### src/rtl/ulpi_cmd_arbiter.sv
// Round-robin arbiter sharing the ULPI link command port between NUM_REQ requesters.
// Optional per-phase wait timeout is enabled by defining ULPI_CMD_TIMEOUT_EN.
module ulpi_cmd_arbiter #(
    parameter int NUM_REQ        = 4,
    parameter int TIMEOUT_CYCLES = 1024
) (
    input  logic                   clk,
    input  logic                   reset_n,
    input  logic [NUM_REQ-1:0]     req,
    input  logic [8*NUM_REQ-1:0]   req_cmd,
    output logic [NUM_REQ-1:0]     grant,
    output logic [NUM_REQ-1:0]     done,
    output logic [NUM_REQ-1:0]     err,
    output logic [7:0]             link_cmd,
    output logic                   link_cmd_strobe,
    input  logic                   link_cmd_busy
);

    localparam int IDX_W = (NUM_REQ > 1) ? $clog2(NUM_REQ) : 1;

    typedef enum logic [1:0] {
        ST_IDLE      = 2'd0,
        ST_ISSUE     = 2'd1,
        ST_WAIT_ACK  = 2'd2,
        ST_WAIT_DONE = 2'd3
    } state_t;

    if (NUM_REQ < 2 || NUM_REQ > 8 || TIMEOUT_CYCLES < 1) begin : g_bad_param
        $error("ulpi_cmd_arbiter: parameter out of range");
    end

    state_t               state_r;
    logic [IDX_W-1:0]     ptr_r;
    logic [IDX_W-1:0]     idx_r;
    logic                 noop_r;
    logic [IDX_W-1:0]     sel_idx_s;
    logic                 sel_valid_s;
    logic [7:0]           sel_cmd_s;
    logic [IDX_W:0]       cand_s;
    logic                 hit_s;

`ifdef ULPI_CMD_TIMEOUT_EN
    localparam int CNT_W = $clog2(TIMEOUT_CYCLES + 1);
    logic [CNT_W-1:0]     cnt_r;
    logic                 expired_s;
    assign expired_s = (cnt_r == CNT_W'(TIMEOUT_CYCLES - 1));
`endif

    function automatic logic [NUM_REQ-1:0] onehot(input logic [IDX_W-1:0] i);
        onehot = {{(NUM_REQ-1){1'b0}}, 1'b1} << i;
    endfunction

    function automatic logic [IDX_W-1:0] next_idx(input logic [IDX_W-1:0] i);
        next_idx = (i == IDX_W'(NUM_REQ - 1)) ? {IDX_W{1'b0}} : i + IDX_W'(1);
    endfunction

    // Pick the first active request at or after the round-robin pointer, wrapping.
    always_comb begin
        sel_valid_s = 1'b0;
        sel_idx_s   = {IDX_W{1'b0}};
        cand_s      = {(IDX_W+1){1'b0}};
        hit_s       = 1'b0;
        for (int k = 0; k < NUM_REQ; k++) begin
            cand_s      = {1'b0, ptr_r} + (IDX_W+1)'(k);
            cand_s      = (cand_s >= (IDX_W+1)'(NUM_REQ)) ? cand_s - (IDX_W+1)'(NUM_REQ) : cand_s;
            hit_s       = !sel_valid_s && req[cand_s[IDX_W-1:0]];
            sel_idx_s   = hit_s ? cand_s[IDX_W-1:0] : sel_idx_s;
            sel_valid_s = sel_valid_s | hit_s;
        end
        sel_cmd_s = req_cmd[{sel_idx_s, 3'b000} +: 8];
    end

    // Command FSM; every output is a register, pulses default low each cycle.
    always_ff @(posedge clk or negedge reset_n) begin
        if (!reset_n) begin
            state_r         <= ST_IDLE;
            ptr_r           <= {IDX_W{1'b0}};
            idx_r           <= {IDX_W{1'b0}};
            noop_r          <= 1'b0;
            grant           <= {NUM_REQ{1'b0}};
            done            <= {NUM_REQ{1'b0}};
            err             <= {NUM_REQ{1'b0}};
            link_cmd        <= 8'h00;
            link_cmd_strobe <= 1'b0;
`ifdef ULPI_CMD_TIMEOUT_EN
            cnt_r           <= {CNT_W{1'b0}};
`endif
        end else begin
            grant           <= {NUM_REQ{1'b0}};
            done            <= {NUM_REQ{1'b0}};
            err             <= {NUM_REQ{1'b0}};
            link_cmd_strobe <= 1'b0;
            case (state_r)
                ST_IDLE: begin
                    if (sel_valid_s && !link_cmd_busy) begin
                        idx_r           <= sel_idx_s;
                        link_cmd        <= sel_cmd_s;
                        noop_r          <= (sel_cmd_s == 8'h00);
                        grant           <= onehot(sel_idx_s);
                        // A NOOP byte never reaches the link: finish it at grant time.
                        link_cmd_strobe <= (sel_cmd_s != 8'h00);
                        done            <= (sel_cmd_s == 8'h00) ? onehot(sel_idx_s) : {NUM_REQ{1'b0}};
                        state_r         <= ST_ISSUE;
                    end else begin
                        state_r <= ST_IDLE;
                    end
                end
                ST_ISSUE: begin
                    ptr_r   <= next_idx(idx_r);
                    state_r <= noop_r ? ST_IDLE : ST_WAIT_ACK;
`ifdef ULPI_CMD_TIMEOUT_EN
                    cnt_r   <= {CNT_W{1'b0}};
`endif
                end
                ST_WAIT_ACK: begin
                    if (link_cmd_busy) begin
                        state_r <= ST_WAIT_DONE;
`ifdef ULPI_CMD_TIMEOUT_EN
                        cnt_r   <= {CNT_W{1'b0}};
                    end else if (expired_s) begin
                        done    <= onehot(idx_r);
                        err     <= onehot(idx_r);
                        state_r <= ST_IDLE;
                    end else begin
                        cnt_r   <= cnt_r + CNT_W'(1);
`else
                    end else begin
                        state_r <= ST_WAIT_ACK;
`endif
                    end
                end
                ST_WAIT_DONE: begin
                    if (!link_cmd_busy) begin
                        done    <= onehot(idx_r);
                        state_r <= ST_IDLE;
`ifdef ULPI_CMD_TIMEOUT_EN
                    end else if (expired_s) begin
                        done    <= onehot(idx_r);
                        err     <= onehot(idx_r);
                        state_r <= ST_IDLE;
                    end else begin
                        cnt_r   <= cnt_r + CNT_W'(1);
`else
                    end else begin
                        state_r <= ST_WAIT_DONE;
`endif
                    end
                end
                default: begin
                    state_r <= ST_IDLE;
                end
            endcase
        end
    end

endmodule

### config.mk
export PLATFORM = sky130hd
export DESIGN_NAME = ulpi_cmd_arbiter
export DESIGN_NICKNAME = d
export VERILOG_FILES = /design/src/rtl/ulpi_cmd_arbiter.sv
export SDC_FILE = /design/constraint.sdc
export NUM_CORES = 1
export LEC_CHECK = 0
export BUFFER_PORTS_ARGS = -buffer_cell sky130_fd_sc_hd__buf_2
export CORE_AREA = 2 2 50 70
export CTS_BUF_LIST = sky130_fd_sc_hd__clkbuf_16
export DETAILED_ROUTE_END_ITERATION = 16
export DIE_AREA = 0 0 52 72
export GPL_TIMING_DRIVEN = 0
export PLACE_DENSITY = 0.84
export SYNTH_ARGS = -nofsm -noshare
export SYNTH_HDL_FRONTEND = slang
export SYNTH_SLANG_ARGS = --single-unit
### constraint.sdc
create_clock -name clk -period 2.45 [get_ports clk]
set_input_delay 0.49 -clock clk [delete_from_list [all_inputs] [get_ports clk]]
set_output_delay 0.49 -clock clk [all_outputs]
set_load 0.02 [all_outputs]
# Word-level counts from Yosys, hierarchy flattened
# Cells that the tools add are included.
# classes
n_bitwise	3
n_shift	3
add_sub_neg	8
order_cmp	8
mux	30
n_eq_ne	4
n_reduce_logical	12
# ops
op	count
32-bit by 6-bit variable part select with 8-bit output	1
2-bit 2-to-1 mux	11
4-bit 2-to-1 mux	5
2-bit by 3-bit less-than comparator with 1-bit output, second input constant	4
3-bit greater-or-equal comparator, second input constant	3
1-bit binary-select mux with 2-bit select	4
8-bit logical NOT	1
1-bit 2-to-1 mux	8
2-bit case mux with 4 select lines	1
4-bit case mux with 2 select lines	1
8-bit nonzero test	1
1-bit by 2-bit left shift with 4-bit output, first input constant	2
2-bit by 1-bit subtractor with 2-bit output, second input constant	4
2-bit by 2-bit adder with 3-bit output, second input constant	2
2-bit == test, second input constant	3
1-bit logical AND	4
1-bit logical NOT	4
2-bit by 1-bit adder with 3-bit output, second input constant	1
2-bit by 3-bit greater-or-equal comparator with 1-bit output, second input constant	1
1-bit bitwise OR	3
2-bit by 1-bit adder with 2-bit output, second input constant	1
2-bit by 1-bit == test with 1-bit output, second input constant	1
2-bit logical NOT	1
2-bit AND reduction	1
# totals
word_cells	76
in_bits	39
output_inout_bits	21
register_bits	24

# Depth between registers and ports, before layout
# logic_depth
ltp_word	18
mapped_depth	10
depth_no_buf	8

# Worst setup path after synthesis
# No wires, ideal clock.
# synth_path
path_kind	input to register
from	in req[0]
to	reg done[3]
path_buffers	2
slack_ps	322
required_ps	2329
arrival_time_ps	2007
path_stages	9
path_cell_list	nor3b_1 or3_1 buf_6 buf_12 mux2i_1 mux2_2 nand4_4 nor3_4 a22o_1
# synth_via
elab_chain_len	16
elab_cells_between_ends	28
cone_classes	shift (2); mux (15); bitwise (3); reduce/logical (8)
# synth_lines
item	line_no	rtl
from (decl)	9	input logic [NUM_REQ-1:0] req,
1-bit binary-select mux with 2-bit select	66	hit_s = !sel_valid_s && req[cand_s[IDX_W-1:0]];
1-bit 2-to-1 mux (not written as such)	66	
1-bit logical NOT	66	
1-bit logical AND	66	
1-bit bitwise OR	68	sel_valid_s = sel_valid_s | hit_s;
1-bit logical NOT	66	
1-bit logical AND	66	
1-bit bitwise OR	68	
1-bit logical NOT	66	
1-bit logical AND	66	
2-bit 2-to-1 mux	67	sel_idx_s = hit_s ? cand_s[IDX_W-1:0] : sel_idx_s;
32-bit by 6-bit variable part select with 8-bit output	70	sel_cmd_s = req_cmd[{sel_idx_s, 3'b000} +: 8];
8-bit logical NOT	102	done <= (sel_cmd_s == 8'h00) ? onehot(sel_idx_s) : {NUM_REQ{1'b0}};
4-bit 2-to-1 mux	102	
4-bit 2-to-1 mux *	95	if (sel_valid_s && !link_cmd_busy) begin
4-bit case mux with 2 select lines *	93	case (state_r)
to (signal assigned)	90	done <= {NUM_REQ{1'b0}};
to (signal assigned)	102	
to (signal assigned)	134	done <= onehot(idx_r);
to (decl)	12	output logic [NUM_REQ-1:0] done,
# Every way passes the cells marked *; elsewhere a longest branch is shown, timed or not. The select of a mux whose other input is x is not followed.
# A chain may end at the register's enable or synchronous reset.

# Worst setup path in the final report
# layout_path
from	reg ptr_r[1]
to	reg done[3]
# layout_via
elab_chain_len	18
elab_cells_between_ends	43
cone_classes	add/sub (7); order compare (4); shift (2); mux (19); bitwise (3); reduce/logical (8)
# layout_lines
item	line_no	rtl
from (decl)	33	logic [IDX_W-1:0] ptr_r;
from (signal assigned)	77	ptr_r <= {IDX_W{1'b0}};
from (signal assigned)	109	ptr_r <= next_idx(idx_r);
2-bit by 1-bit adder with 3-bit output, or another cell as far along	64	cand_s = {1'b0, ptr_r} + (IDX_W+1)'(k);
3-bit greater-or-equal comparator, or another cell as far along	65	cand_s = (cand_s >= (IDX_W+1)'(NUM_REQ)) ? cand_s - (IDX_W+1)'(NUM_REQ) : cand_s;
2-bit 2-to-1 mux / 1-bit binary-select mux with 2-bit select (equally long branches)	65, 66	
1-bit binary-select mux with 2-bit select / 1-bit 2-to-1 mux (equally long branches)	66	
1-bit 2-to-1 mux (not written as such) / 1-bit logical NOT (equally long branches)	66	
1-bit logical AND	66	
1-bit bitwise OR	68	
1-bit logical NOT	66	
[... 2 more ...]	--	
1-bit logical NOT	66	
1-bit logical AND	66	
2-bit 2-to-1 mux	67	
32-bit by 6-bit variable part select with 8-bit output	70	
8-bit logical NOT	102	
4-bit 2-to-1 mux	102	
4-bit 2-to-1 mux *	95	
4-bit case mux with 2 select lines *	93	
# Marked as above.

==> results_dict.tcl <==
set metrics [dict create \
    status "complete, no violations" \
    end_kind "register" \
    final_core_util 0.593 \
    fp-row-count 24 \
    stdcell_area_um2 1840 \
    fmax_ghz 0.442 \
    pwr-share-comb 0.491 \
    die_area_um2 3740 \
    cap_violations 0 \
    finalMaxSlewViolations 0 \
    placed_area_um2 1750 \
    clock_skew_ns 0.00173 \
    seq_area_um2 601 \
    insertion_delay_ns 0.26 \
    ctsHoldBuffers 0 \
    cts.sink_count 24 \
    cp_slowest_cell "dfrtp_1" \
    ys_seq_elements 24 \
    portBuffers 55 \
    synth_top_family_by_area "multiplexers" \
    tritoncts "built" \
    period_share 0.923 \
    cp-start-kind "register" \
    grt_max_degree 25 \
    wl_per_cell_um 12.6 \
    vias 1161 \
    p_sw_uw 745 \
    cts_made_buffers 3 \
    fin_crit_ns 2.26 \
    antenna_cells 0 \
    place_hpwl_mm 2.38 \
    drc_errors 0 \
    p_per_area_nw_per_um2 1030 \
    synthAdderAreaFrac 0.0707 \
    firstDrtPassIters 4 \
    n_fill_cell 286 \
    first_global_vias 1157 \
    area_growth_pct 29.6 \
    multi_input_area_um2 728 \
    grt_pass1_wl_mm 4.97 \
    tightest_slew_ns 1.24 \
    drive_gt1_frac 0.420 \
    drt-initial-drc-count 15 \
    leakagePower_uw 0.00100 \
    die_w_um 52 \
    synth-simple-area-share 0.146 \
    ant_nets 0 \
    avgViaCountPerCell 5.00 \
    cp_data_required_time_ns 2.60 \
    path_cells "nand2b_1 > and3_2 > nor3_2 > buf_2 > mux2_2 > nand4_2 > nor3_4 > a22o_1" \
    netlist_area_um2 1420 \
    cts_root_buf "clkbuf_16" \
    start_util 0.458 \
    yosysSeqAreaShare 0.424 \
    hold_class "input pin to async pin" \
    cts-htree-levels 1 \
    setup_viol 0 \
    synthCells 131 \
    muxShareOfSynthArea 0.193 \
    cp_max_fo 10 \
    synth_xor_area_frac 0 \
    antenna_found_initial 0 \
    avgSynthCellArea_um2 10.8 \
    hold_viol_final 0 \
    seq_power_share 0.323 \
    coreArea_um2 3090 \
    crit_type "register to register" \
    grt_usage 0.173 \
    ir_worst_vdd_mv 0.597 \
    synth_compound_area_frac 0.0910 \
    grt-ovfl-total 0 \
    clkPwrFrac 0.185 \
    clockBufferDepth 2 \
    cp_data_arrival_time_ns 2.41 \
    internal_power_uw 1150 \
    rsz0062_at_grt "no" \
    ys_types 29 \
    switching_share 0.394 \
    place.gp.congestion 0.771 \
    critPathMaxStageDelay_ns 0.44 \
    relSlewSlack 0.160 \
    nNetsFinal 241 \
    io_pins 60 \
    cts_setup_buffers 0 \
    clk_pin_slew_ns 0.06 \
    yosysWarnings 0 \
    drt-total-wl_mm 2.92 \
    die_height_um 72 \
]
cells by family after synthesis:
group | Yosys count
AO/OA/AOI/OAI | 21
adder cells (fa/ha/maj) | 8
buffers and inverters | 15
flip-flops | 24
multiplexers | 26
other | 1
AND/OR/NAND/NOR | 36
what timing repair did:
| item | in CTS | in global routing |
|---|---|---|
| endpoints found under the hold margin | 0 | 0 |
| setup endpoints to repair | 0 | 4 |
| gates resized for setup | 0 | 1 |
critical path, delay by kind of cell (launching register included):
family          cells  cell delay, ns
flops               1            0.44
buf+inv             1            0.29
compound gates      1            0.19
simple gates        5            0.84
mux                 1            0.39
sequential cells by signal, indices dropped and copies added, names as in the netlist:
name             count
grant                4
done                 4
state_r              2
link_cmd             8
noop_r               1
link_cmd_strobe      1
idx_r                2
ptr_r                2
layout make-up:
type                    count  area share
multi-input cells          95       0.397
flip-flops and latches     24       0.327
repair buffers             55       0.150
plain buffers              10      0.0464
clock buffers               3      0.0409
well taps                  39      0.0266
inverters                   5      0.0102
clock inverters             1     0.00204
layout by cell type (no fill, tap or decap), types with 2 or more instances in the layout:
cell       instances
o21ai_0           11
inv_1              5
clkbuf_16          3
buf_2             56
mux2_2            10
dfrtp_1           24
nand2b_1           2
nor3b_1            3
nor2_1             5
buf_4              4
a22o_1             4
conb_1             4
buf_6              2
clkbuf_1           2
ha_1               8
a21oi_1            3
mux2i_1           16
nand2_1           17
through the flow:
stage	total power (uW)	setup TNS [ns]	hold slack [ns]	instances	setup slack [ns]
final	1890	0	0.197	232	0.188
after floorplan	1290	0	0.194	134	0.322
after detailed placement	1550	-0.297	0.469	228	-0.0580
after global placement	1520	-0.386	0.458	228	-0.0577
after CTS	1900	0	0.221	232	0.0665
after global routing	2020	0	0.256	232	0.0444
per-layer routing:
metal | share of wire | vias to the layer above | GRT usage
met5 | 0 | - | 0
met4 | 0.022 | 0 | 0.0556
met3 | 0.045 | 7 | 0.0288
met2 | 0.55 | 34 | 0.314
met1 | 0.39 | 543 | 0.203
li1 | - | 577 | -
power groups by stage:
| stage | combinational (uW) | clock, uW | sequential, uW |
|---|---|---|---|
| global route | 1020 | 366 | 627 |
| detailed placement | 933 | 0 | 618 |
| finish | 930 | 351 | 612 |
| CTS | 938 | 354 | 611 |
| floorplan | 575 | 0 | 713 |
| global placement | 909 | 0 | 613 |
cell usage after synthesis:
| cell type | count | area share |
|---|---|---|
| ha_1 | 8 | 0.071 |
| a22o_1 | 4 | 0.025 |
| o211ai_1 | 1 | 0.0053 |
| buf_4 | 4 | 0.021 |
| or3_1 | 1 | 0.0044 |
| o21ai_0 | 11 | 0.039 |
| nand4_2 | 1 | 0.0088 |
| buf_2 | 1 | 0.0035 |
| and3_1 | 1 | 0.0044 |
| inv_1 | 5 | 0.013 |
| buf_12 | 1 | 0.014 |
| nor2_1 | 5 | 0.013 |
| conb_1 | 1 | 0.0026 |
| and3_2 | 1 | 0.0053 |
| buf_6 | 2 | 0.016 |
| nor3_4 | 1 | 0.011 |
| nand4_4 | 1 | 0.015 |
| mux2_2 | 10 | 0.080 |
| o41ai_1 | 1 | 0.0062 |
| nor3b_1 | 3 | 0.016 |
| clkbuf_1 | 2 | 0.0053 |
| nand2b_1 | 2 | 0.0088 |
| nor3_1 | 2 | 0.0071 |
| dfrtp_1 | 24 | 0.42 |
| o31ai_1 | 1 | 0.0053 |
| nand4b_1 | 1 | 0.0062 |
| nand2_1 | 17 | 0.045 |
| a21oi_1 | 3 | 0.011 |
| mux2i_1 | 16 | 0.11 |
path summary, 6_finish.rpt:
path | end | depth (start not counted) | slack [ns] | startpoint
setup / recovery | done[3] | 8 | 0.19 | ptr_r[1]
hold / removal | state_r[0] | 1 | 0.20 | reset_n
setup reg to reg | done[3] | 8 | 0.19 | ptr_r[1]
hold reg to reg | noop_r | 2 | 0.48 | noop_r
max in group asynchronous | link_cmd[6] | 1 | 1.92 | reset_n
min in group clk | noop_r | 2 | 0.48 | noop_r
No activity file was read; power rests on OpenSTA's default activity.
